### src/rtl/fetch_unit_if.sv
// Fetch-stage bus: next-PC/redirect/stall in, instruction-memory request/response, IF/ID out.
// master = fetch_unit side (drives imem request and IF/ID), slave = surrounding pipeline/memory.
// Signals: pcNext, redirect, stall, imemAddr, imemReq, imemData, imemValid,
//          ifidInstr, ifidPc, ifidPcInc, ifidValid, halted.
interface fetch_unit_if;
  logic [15:0] pcNext;
  logic        redirect;
  logic        stall;
  logic [15:0] imemAddr;
  logic        imemReq;
  logic [15:0] imemData;
  logic        imemValid;
  logic [15:0] ifidInstr;
  logic [15:0] ifidPc;
  logic [15:0] ifidPcInc;
  logic        ifidValid;
  logic        halted;

  modport master (
    input  pcNext, redirect, stall, imemData, imemValid,
    output imemAddr, imemReq, ifidInstr, ifidPc, ifidPcInc, ifidValid, halted
  );

  modport slave (
    output pcNext, redirect, stall, imemData, imemValid,
    input  imemAddr, imemReq, ifidInstr, ifidPc, ifidPcInc, ifidValid, halted
  );
endinterface

### src/rtl/fetch_unit.sv
// Instruction-fetch stage: owns PC, requests instruction memory, writes IF/ID register.
// Latency: instruction sampled at edge N is visible on IF/ID after edge N; redirect costs one bubble.
// Backpressure: stall freezes PC and IF/ID; a miss (imemValid=0) inserts bubbles while PC holds.
// Ports: clk, rst (async active-high), bus (fetch_unit_if.master).
module fetch_unit #(
  parameter logic [15:0] RESET_PC    = 16'h0000,
  parameter logic [3:0]  HALT_OPCODE = 4'hF
) (
  input  logic          clk,
  input  logic          rst,
  fetch_unit_if.master  bus
);

  logic [15:0] pc;
  logic [15:0] pc_inc;
  logic [15:0] ifid_instr;
  logic [15:0] ifid_pc;
  logic [15:0] ifid_pc_inc;
  logic        ifid_valid;
  logic        halted_q;

  assign pc_inc = pc + 16'd2;  // wraps modulo 2^16

  assign bus.imemAddr  = pc;
  assign bus.imemReq   = ~rst & ~halted_q;
  assign bus.ifidInstr = ifid_instr;
  assign bus.ifidPc    = ifid_pc;
  assign bus.ifidPcInc = ifid_pc_inc;
  assign bus.ifidValid = ifid_valid;
  assign bus.halted    = halted_q;

  always_ff @(posedge clk or posedge rst) begin
    if (rst) begin
      pc          <= RESET_PC;
      ifid_instr  <= 16'h0000;
      ifid_pc     <= 16'h0000;
      ifid_pc_inc <= 16'h0000;
      ifid_valid  <= 1'b0;
      halted_q    <= 1'b0;
    end else if (bus.stall) begin
      // Hazard unit holds the branch in ID; redirect is re-presented once the stall lifts.
    end else if (bus.redirect) begin
      // Wrong-path word (even a HLT or a hit) is dropped; ifid_pc/ifid_pc_inc keep old values.
      pc         <= {bus.pcNext[15:1], 1'b0};
      ifid_instr <= 16'h0000;
      ifid_valid <= 1'b0;
    end else if (halted_q || !bus.imemValid) begin
      ifid_instr <= 16'h0000;
      ifid_valid <= 1'b0;
    end else begin
      pc          <= pc_inc;
      ifid_instr  <= bus.imemData;
      ifid_pc     <= pc;
      ifid_pc_inc <= pc_inc;
      ifid_valid  <= 1'b1;
      // HLT itself is delivered to decode; fetch freezes from the next cycle on.
      if (bus.imemData[15:12] == HALT_OPCODE) begin
        halted_q <= 1'b1;
      end
    end
  end

endmodule

### src/flat_wrapper.sv
// flat-port wrapper written by rule: the top's interface ports become plain ports
module fetch_unit_flat 
#(
  parameter logic [15:0] RESET_PC    = 16'h0000,
  parameter logic [3:0]  HALT_OPCODE = 4'hF
)
  (clk, rst, bus_pcNext, bus_redirect, bus_stall, bus_imemData, bus_imemValid, bus_imemAddr, bus_imemReq, bus_ifidInstr, bus_ifidPc, bus_ifidPcInc, bus_ifidValid, bus_halted);
  fetch_unit_if bus_i ();
  input  logic clk;
  input  logic rst;
  input wire logic [$bits(bus_i.pcNext)-1:0] bus_pcNext;
  input wire logic [$bits(bus_i.redirect)-1:0] bus_redirect;
  input wire logic [$bits(bus_i.stall)-1:0] bus_stall;
  input wire logic [$bits(bus_i.imemData)-1:0] bus_imemData;
  input wire logic [$bits(bus_i.imemValid)-1:0] bus_imemValid;
  output wire logic [$bits(bus_i.imemAddr)-1:0] bus_imemAddr;
  output wire logic [$bits(bus_i.imemReq)-1:0] bus_imemReq;
  output wire logic [$bits(bus_i.ifidInstr)-1:0] bus_ifidInstr;
  output wire logic [$bits(bus_i.ifidPc)-1:0] bus_ifidPc;
  output wire logic [$bits(bus_i.ifidPcInc)-1:0] bus_ifidPcInc;
  output wire logic [$bits(bus_i.ifidValid)-1:0] bus_ifidValid;
  output wire logic [$bits(bus_i.halted)-1:0] bus_halted;
  assign bus_i.pcNext = bus_pcNext;
  assign bus_i.redirect = bus_redirect;
  assign bus_i.stall = bus_stall;
  assign bus_i.imemData = bus_imemData;
  assign bus_i.imemValid = bus_imemValid;
  assign bus_imemAddr = bus_i.imemAddr;
  assign bus_imemReq = bus_i.imemReq;
  assign bus_ifidInstr = bus_i.ifidInstr;
  assign bus_ifidPc = bus_i.ifidPc;
  assign bus_ifidPcInc = bus_i.ifidPcInc;
  assign bus_ifidValid = bus_i.ifidValid;
  assign bus_halted = bus_i.halted;
  fetch_unit #(.RESET_PC(RESET_PC), .HALT_OPCODE(HALT_OPCODE)) u_core (.clk(clk), .rst(rst), .bus(bus_i));
endmodule
### config.mk
export PLATFORM = sky130hd
export DESIGN_NAME = fetch_unit_flat
export DESIGN_NICKNAME = d
export VERILOG_FILES = /design/src/rtl/fetch_unit_if.sv /design/src/rtl/fetch_unit.sv /design/src/flat_wrapper.sv
export SDC_FILE = /design/constraint.sdc
export NUM_CORES = 1
export LEC_CHECK = 0
export CAP_MARGIN = 20
export CORE_MARGIN = 2
export CORE_UTILIZATION = 45
export DETAILED_ROUTE_END_ITERATION = 10
export GPL_TIMING_DRIVEN = 0
export PLACE_DENSITY = 0.82
export SYNTH_ARGS = -nofsm -noshare
export SYNTH_HDL_FRONTEND = slang
export SYNTH_SLANG_ARGS = --single-unit
### constraint.sdc
create_clock -name clk -period 2.8 [get_ports clk]
set_clock_uncertainty 0.15 [all_clocks]
set_input_delay 0.56 -clock clk [delete_from_list [all_inputs] [get_ports clk]]
set_output_delay 0.56 -clock clk [all_outputs]
set_load 0.1 [all_outputs]
==> summary.txt <==
Outcome
  • Status: complete, no violations

Worst hold path
  • Tightest Hold Check Type: reg -> reg
  • Hold Startpoint: u_core.bus.ifidPc[14]
  • Cells on Worst Hold Path: 2
  • Hold endpoint: u_core.bus.ifidPc[14]

Critical path
  • Reg-to-reg startpoint: u_core.bus.halted
  • Critical path capture point type: primary output
  • Crit-path cells: clkdlybuf4s50_1
  • Critical Path Fanout Max: 8
  • Worst path slowest cell: clkdlybuf4s50_1
  • Reg2Reg Depth: 5
  • Worst path arrival time: 2.06 ns
  • Required @ worst endpoint: 2.09 ns
  • Max incr delay on CP: 1.20 ns
  • Critical Path Start: u_core.bus.imemAddr[1]
  • Crit Reg-Reg Endpoint: u_core.bus.ifidPc[9]
  • Critical Setup Path Class: reg -> out
  • CP startpoint kind: register
  • CP top delay family: buffers and inverters
  • CP Buf/Inv Count: 1
  • Worst R2R Setup Slack: 0.62 ns

Place
  • Hpwl dp: 5547 um
  • Port Buffers: between 90 and 100
  • Gpl congestion: ~0.87
  • DP Area: 0.003960 mm^2

Synth
  • Mapped Cells: 296
  • Ys async rst share: 100.0%
  • Synth area leader: dfrtp_1
  • Count leader, synth: nand2_1
  • Sequential area share after synthesis: a little under three fifths
  • Register bit total from synthesis: 63
  • Predominant post-synthesis flop cell: dfrtp_1
  • Area share of the largest cell type after synthesis: 55.21%
  • Avg Cell Area, Syn: approximately 9.6 um^2
  • Count of cell types in the netlist: 43
  • Post-synth top cells: nand2_1 (76), dfrtp_1 (63), o21ai_0 (22)
  • Post-Syn Area: approximately 0.0029 mm^2
  • Yosys warnings: 0
  • Largest cells by area after synthesis: dfrtp_1 (55%), nand2_1 (10%), a22o_1 (4.9%)
  • Number of synthesized flops with an enable pin: 0

Pwr
  • Peak VDD IR: 0.6231 mV
  • Total power: between 3000 and 4000 uW
  • Pleak: between 0.0015 and 0.002 uW
  • Power density cells: between 900 and 1000 mW/mm^2

Timing
  • Part of the cycle the worst path needs: 98.83%
  • Final Hold Violating Endpoints: 0
  • Final setup violation count: 0
  • Max Clk Rate: 0.3614 GHz
  • RSZ-0062 raised after global routing: no
  • Fin. max-slew vios: 0
  • Worst-margin pin slew: 1.007 ns
  • Slew HR: 32.69%
  • Min Tclk post-route: 2.767 ns

Floorplanning
  • Initial Util: 45.75%
  • Die height: around 84 um
  • # IOs: 104
  • Die area: around 0.007 mm^2
  • Die X: roughly 84 um
  • Row cnt: 29
  • CORE AREA: 0.006241 mm^2

Clock tree
  • Cts hold-fix bufs: 0
  • Root buf cell: clkbuf_8
  • CTS Sinks: 63
  • CTS tree: yes
  • CTS Buf Count: 9
  • Clock latency at the later pin of the worst-skew pair: about 0.34 ns
  • Max clock buf depth: 2
  • Post-CTS Resized: 1
  • Post-CTS setup buffer count: 0
  • Clock-pin slew on the worst setup and hold paths: around 0.06 ns
  • H-Tree Depth: 3

Drt
  • Post-DRT Antenna Nets: 0
  • Via/cell ratio: 5.400
  • Routed WL: 7766 um
  • Iteration-0 DRC Markers: ~260
  • Drt wl/cell: between 15 and 20 um
  • DRC: 0
  • 1st-pass router iterations: 4
  • DR vias: 2635

Global route
  • First-pass GRT wire length: 12630 um
  • Initial antenna violation count: 0
  • Gr ovfl total: 0
  • Vias in the first global route: 2626
  • GRT Total Usage: 22.78%
  • Largest net degree at the start of global routing: 45

Finish
  • Area growth from synthesis to layout: 46.06%
  • Final #Nets: 445
  • Share of layout cells above drive strength 1: 7.299%
  • Layout Utilization: 66.82%
  • Post-route design area: 0.004170 mm^2
  • Number of diodes: 0

Flow run
  • Max-cap violations: 0
[where the power goes]
| group | internal, uW | switching, uW |
|---|---|---|
| Clock | 518 | 331 |
| Sequential | 1060 | 119 |
| Combinational | 420 | 1450 |
| Total | 2000 | 1900 |
[kinds of logic (layout without fill, tap and decap cells)]
family,Yosys count,after routing,synth area share [%]
and+or+nand+nor,121,121,20.16
AOI/OAI and AO/OA,69,69,15.91
DFF,63,63,55.21
buffers and inverters,29,142,4.426
xor gates and xnor gates,11,11,3.374
adders and majority gates,1,1,0.4381
other,1,3,0.1313
muxes,1,1,0.3506
[flip-flops by register name (all words and copies together) (netlist names)]
register,cells
u_core.bus.ifidValid,1
u_core.bus.imemAddr,15
u_core.bus.halted,1
u_core.bus.ifidInstr,16
u_core.bus.ifidPc,15
u_core.bus.ifidPcInc,15
[metrics by stage]
stage | setup TNS, ns | hold slack [ns] | setup slack [ns] | std cells
after floorplan | 0 | 0.5386 | 0.1961 | 298
after global placement | -34.96 | 0.3121 | -0.5643 | 472
after detailed placement | -0.1477 | 0.3161 | -0.1477 | 473
after CTS | 0 | 0.3316 | 0.03274 | 488
after global routing | 0 | 0.3599 | 0.005113 | 488
final | 0 | 0.3275 | 0.03266 | 488
[layout by cell type, fill, tap and decap left out, drive strengths merged, types with 5 or more instances in the layout]
cell type / instances
xnor2: 5
xor2: 6
nand3: 11
nand4: 6
clkdlybuf4s50: 96
dfrtp: 63
a21oi: 12
buf: 11
o21ai: 24
clkbuf: 27
nor2: 6
a22o: 16
nand2: 76
[metal layers]
layer	part of all wire, %	GRT usage, %	up-vias
met5	0	0	-
met4	2.1	9.824	0
met3	8.4	6.726	17
met2	47	36.29	120
met1	42	28.98	1249
li1	-	-	1249
[worst max-delay path by stage]
| stage | to | cells past startpoint | slack (ns) |
|---|---|---|---|
| final | bus_imemAddr[1] | 1 | 0.03 |
| after global routing | bus_imemAddr[1] | 1 | 0.005 |
| after CTS | bus_imemAddr[1] | 1 | 0.03 |
| after detailed placement | bus_imemReq | 3 | -0.15 |
| after global placement | u_core.bus.ifidPcInc[11] | 2 | -0.56 |
| after floorplan | u_core.bus.imemAddr[13] | 5 | 0.20 |
[layout make-up]
cell class                      count  area [um^2]
Inverter                            3        11.26
Multi-Input combinational cell    206         1162
Clock inverter                      4        70.07
Tap cell                           77        96.34
Clock buffer                       11        141.4
Buffer                             26        115.1
Fill cell                         523         2071
Sequential cell                    63         1577
Timing Repair Buffer               98        997.2
Note: power is estimated with default switching activity, not from simulation.
==> patch, RTL diff (same settings) <==
Reset style: synchronous (`rst`), changed in one clocked block. Comments in the files are not updated.
--- a/src/rtl/fetch_unit.sv
+++ b/src/rtl/fetch_unit.sv
@@ -30,5 +30,5 @@
   assign bus.halted    = halted_q;
 
-  always_ff @(posedge clk or posedge rst) begin
+  always_ff @(posedge clk) begin
     if (rst) begin
       pc          <= RESET_PC;
Formal check against the unedited RTL: differs if rst is asserted again (counterexample within 4 cycles, from zero or initial values and one cycle with rst high); with rst held inactive, the same outputs for 4 cycles.
==> patch against the original RTL <==
Wire length increased by 4.5%. Sequential cell count unchanged. Cell area decreased by 3.2%. Area after synthesis decreased by 2.3%. Highest routed layer unchanged. Critical path type unchanged. Worst setup slack improved by 18 ps.
Power is not compared: it rests on default switching activity, and its combinational part moved more than twofold at a synthesized area within 25%.
==> patch: results (changes against the original RTL) <==
| Metric | Value |
|---|---|
| Fin crit share | `98.2% (was 98.8%)` |
| Final #Nets | `482 (was 445)` |
| First-pass GRT wire length | `12,800 um (was 12,600 um)` |
| # placed instances | `508 (was 473)` |
| Post-placement cell area | `3870 um^2 (was 3960 um^2)` |
| Met2 usage | `38.5% (was 36.3%)` |
| Vias per inst | `5.47 (was 5.40)` |
| Ys async rst share | `0% (was 100%)` |
| WL met2 | `3890 um (was 3650 um)` |
| Placed wire-length estimate | `5960 um (was 5550 um)` |
| Rel. slew slack | `32.7% (about the same)` |
| Commonest cells in the netlist | `dfxtp_1 (63), nand2_1 (50), nor2_1 (41), a21oi_1 (25) (was nand2_1 (76), dfrtp_1 (63), o21ai_0 (22), a22o_1 (16), clkbuf_1 (16))` |
| Outcome | `finished, final reports clean (unchanged)` |
| Hold slack | `308 ps (was 327 ps)` |
| Gpl congestion | `0.866 (was 0.870)` |
| Fill cells | `513 (was 523)` |
| Share of cells above drive strength 1 | `6.71% (was 7.30%)` |
| Largest net degree at the start of global routing | `11 (was 45)` |
| Synth area leaders | `dfxtp_1 (45%), nand2_1 (6.7%), nor2_1 (5.5%) (was dfrtp_1 (55%), nand2_1 (10%), a22o_1 (4.9%))` |
| Overall routed net length | `8120 um (was 7770 um)` |
| Vias in the first global route | `2,692 (was 2,626)` |
| Xor/xnor share of the synthesized area | `4.08% (was 3.37%)` |
| Starting DRT DRC Count | `354 (was 258)` |
| Post-synthesis mux area share | `1.08% (was 0.351%)` |
| Met1 usage | `33.1% (was 29.0%)` |
| Worst r2r dst | `u_core.bus.imemAddr[13]$_SDFFE_PP0P_ (was u_core.bus.ifidPc[9]$_DFFE_PP0P_)` |
| Hold EP | `u_core.bus.ifidPc[6]$_SDFFE_PP0P_ (was u_core.bus.ifidPc[14]$_DFFE_PP0P_)` |
| R2R Path Start | `u_core.bus.imemAddr[1]$_SDFFE_PP0P_ (was u_core.bus.halted$_DFFE_PP0P_)` |
| IO buf count | `98 (was 97)` |
| Adder-cell share of the synthesized area | `0.449% (was 0.438%)` |
| GRT Overall Usage | `24.7% (was 22.8%)` |
| Hold path startpoint | `u_core.bus.ifidPc[6]$_SDFFE_PP0P_ (was u_core.bus.ifidPc[14]$_DFFE_PP0P_)` |
| DP Worst Slack | `-83.4 ps (was -148 ps)` |
| WL met1 | `3450 um (was 3300 um)` |
| Worst EP arrival | `2040 ps (was 2060 ps)` |
| Sequential area share after synthesis | `45.2% (was 55.2%)` |
[patch: cells by family (layout without fill, tap and decap cells)]
logic type / Yosys count / after routing
AO/OA/AOI/OAI: 86 / 86
XOR/XNOR: 13 / 13
adder cells (fa/ha/maj): 1 / 1
buffers and inverters: 38 / 150
flip-flops: 63 / 63
multiplexers: 3 / 3
other: 1 / 3
AND/OR/NAND/NOR: 128 / 128
[patch: final cells by class]
type	instances	share of cell area, %
Clock inverter	1	0.124
Buffer	35	4.96
Tap cell	75	2.32
Timing Repair Buffer	98	24.3
Inverter	3	0.279
Multi-Input combinational cell	234	32.9
Clock buffer	13	3.94
Sequential cell	63	31.2
[patch: power breakdown]
part / internal, W / switching (W)
Clock: 0.000359 / 0.000314
Combinational: 0.000154 / 0.000379
Sequential: 0.000929 / 0.0000289
Total: 0.00144 / 0.000722
[patch: worst min-delay path: stages (launching register included)]
cell and delay (ps):
dfxtp_1 310, nand2_1 50, a21oi_1 50
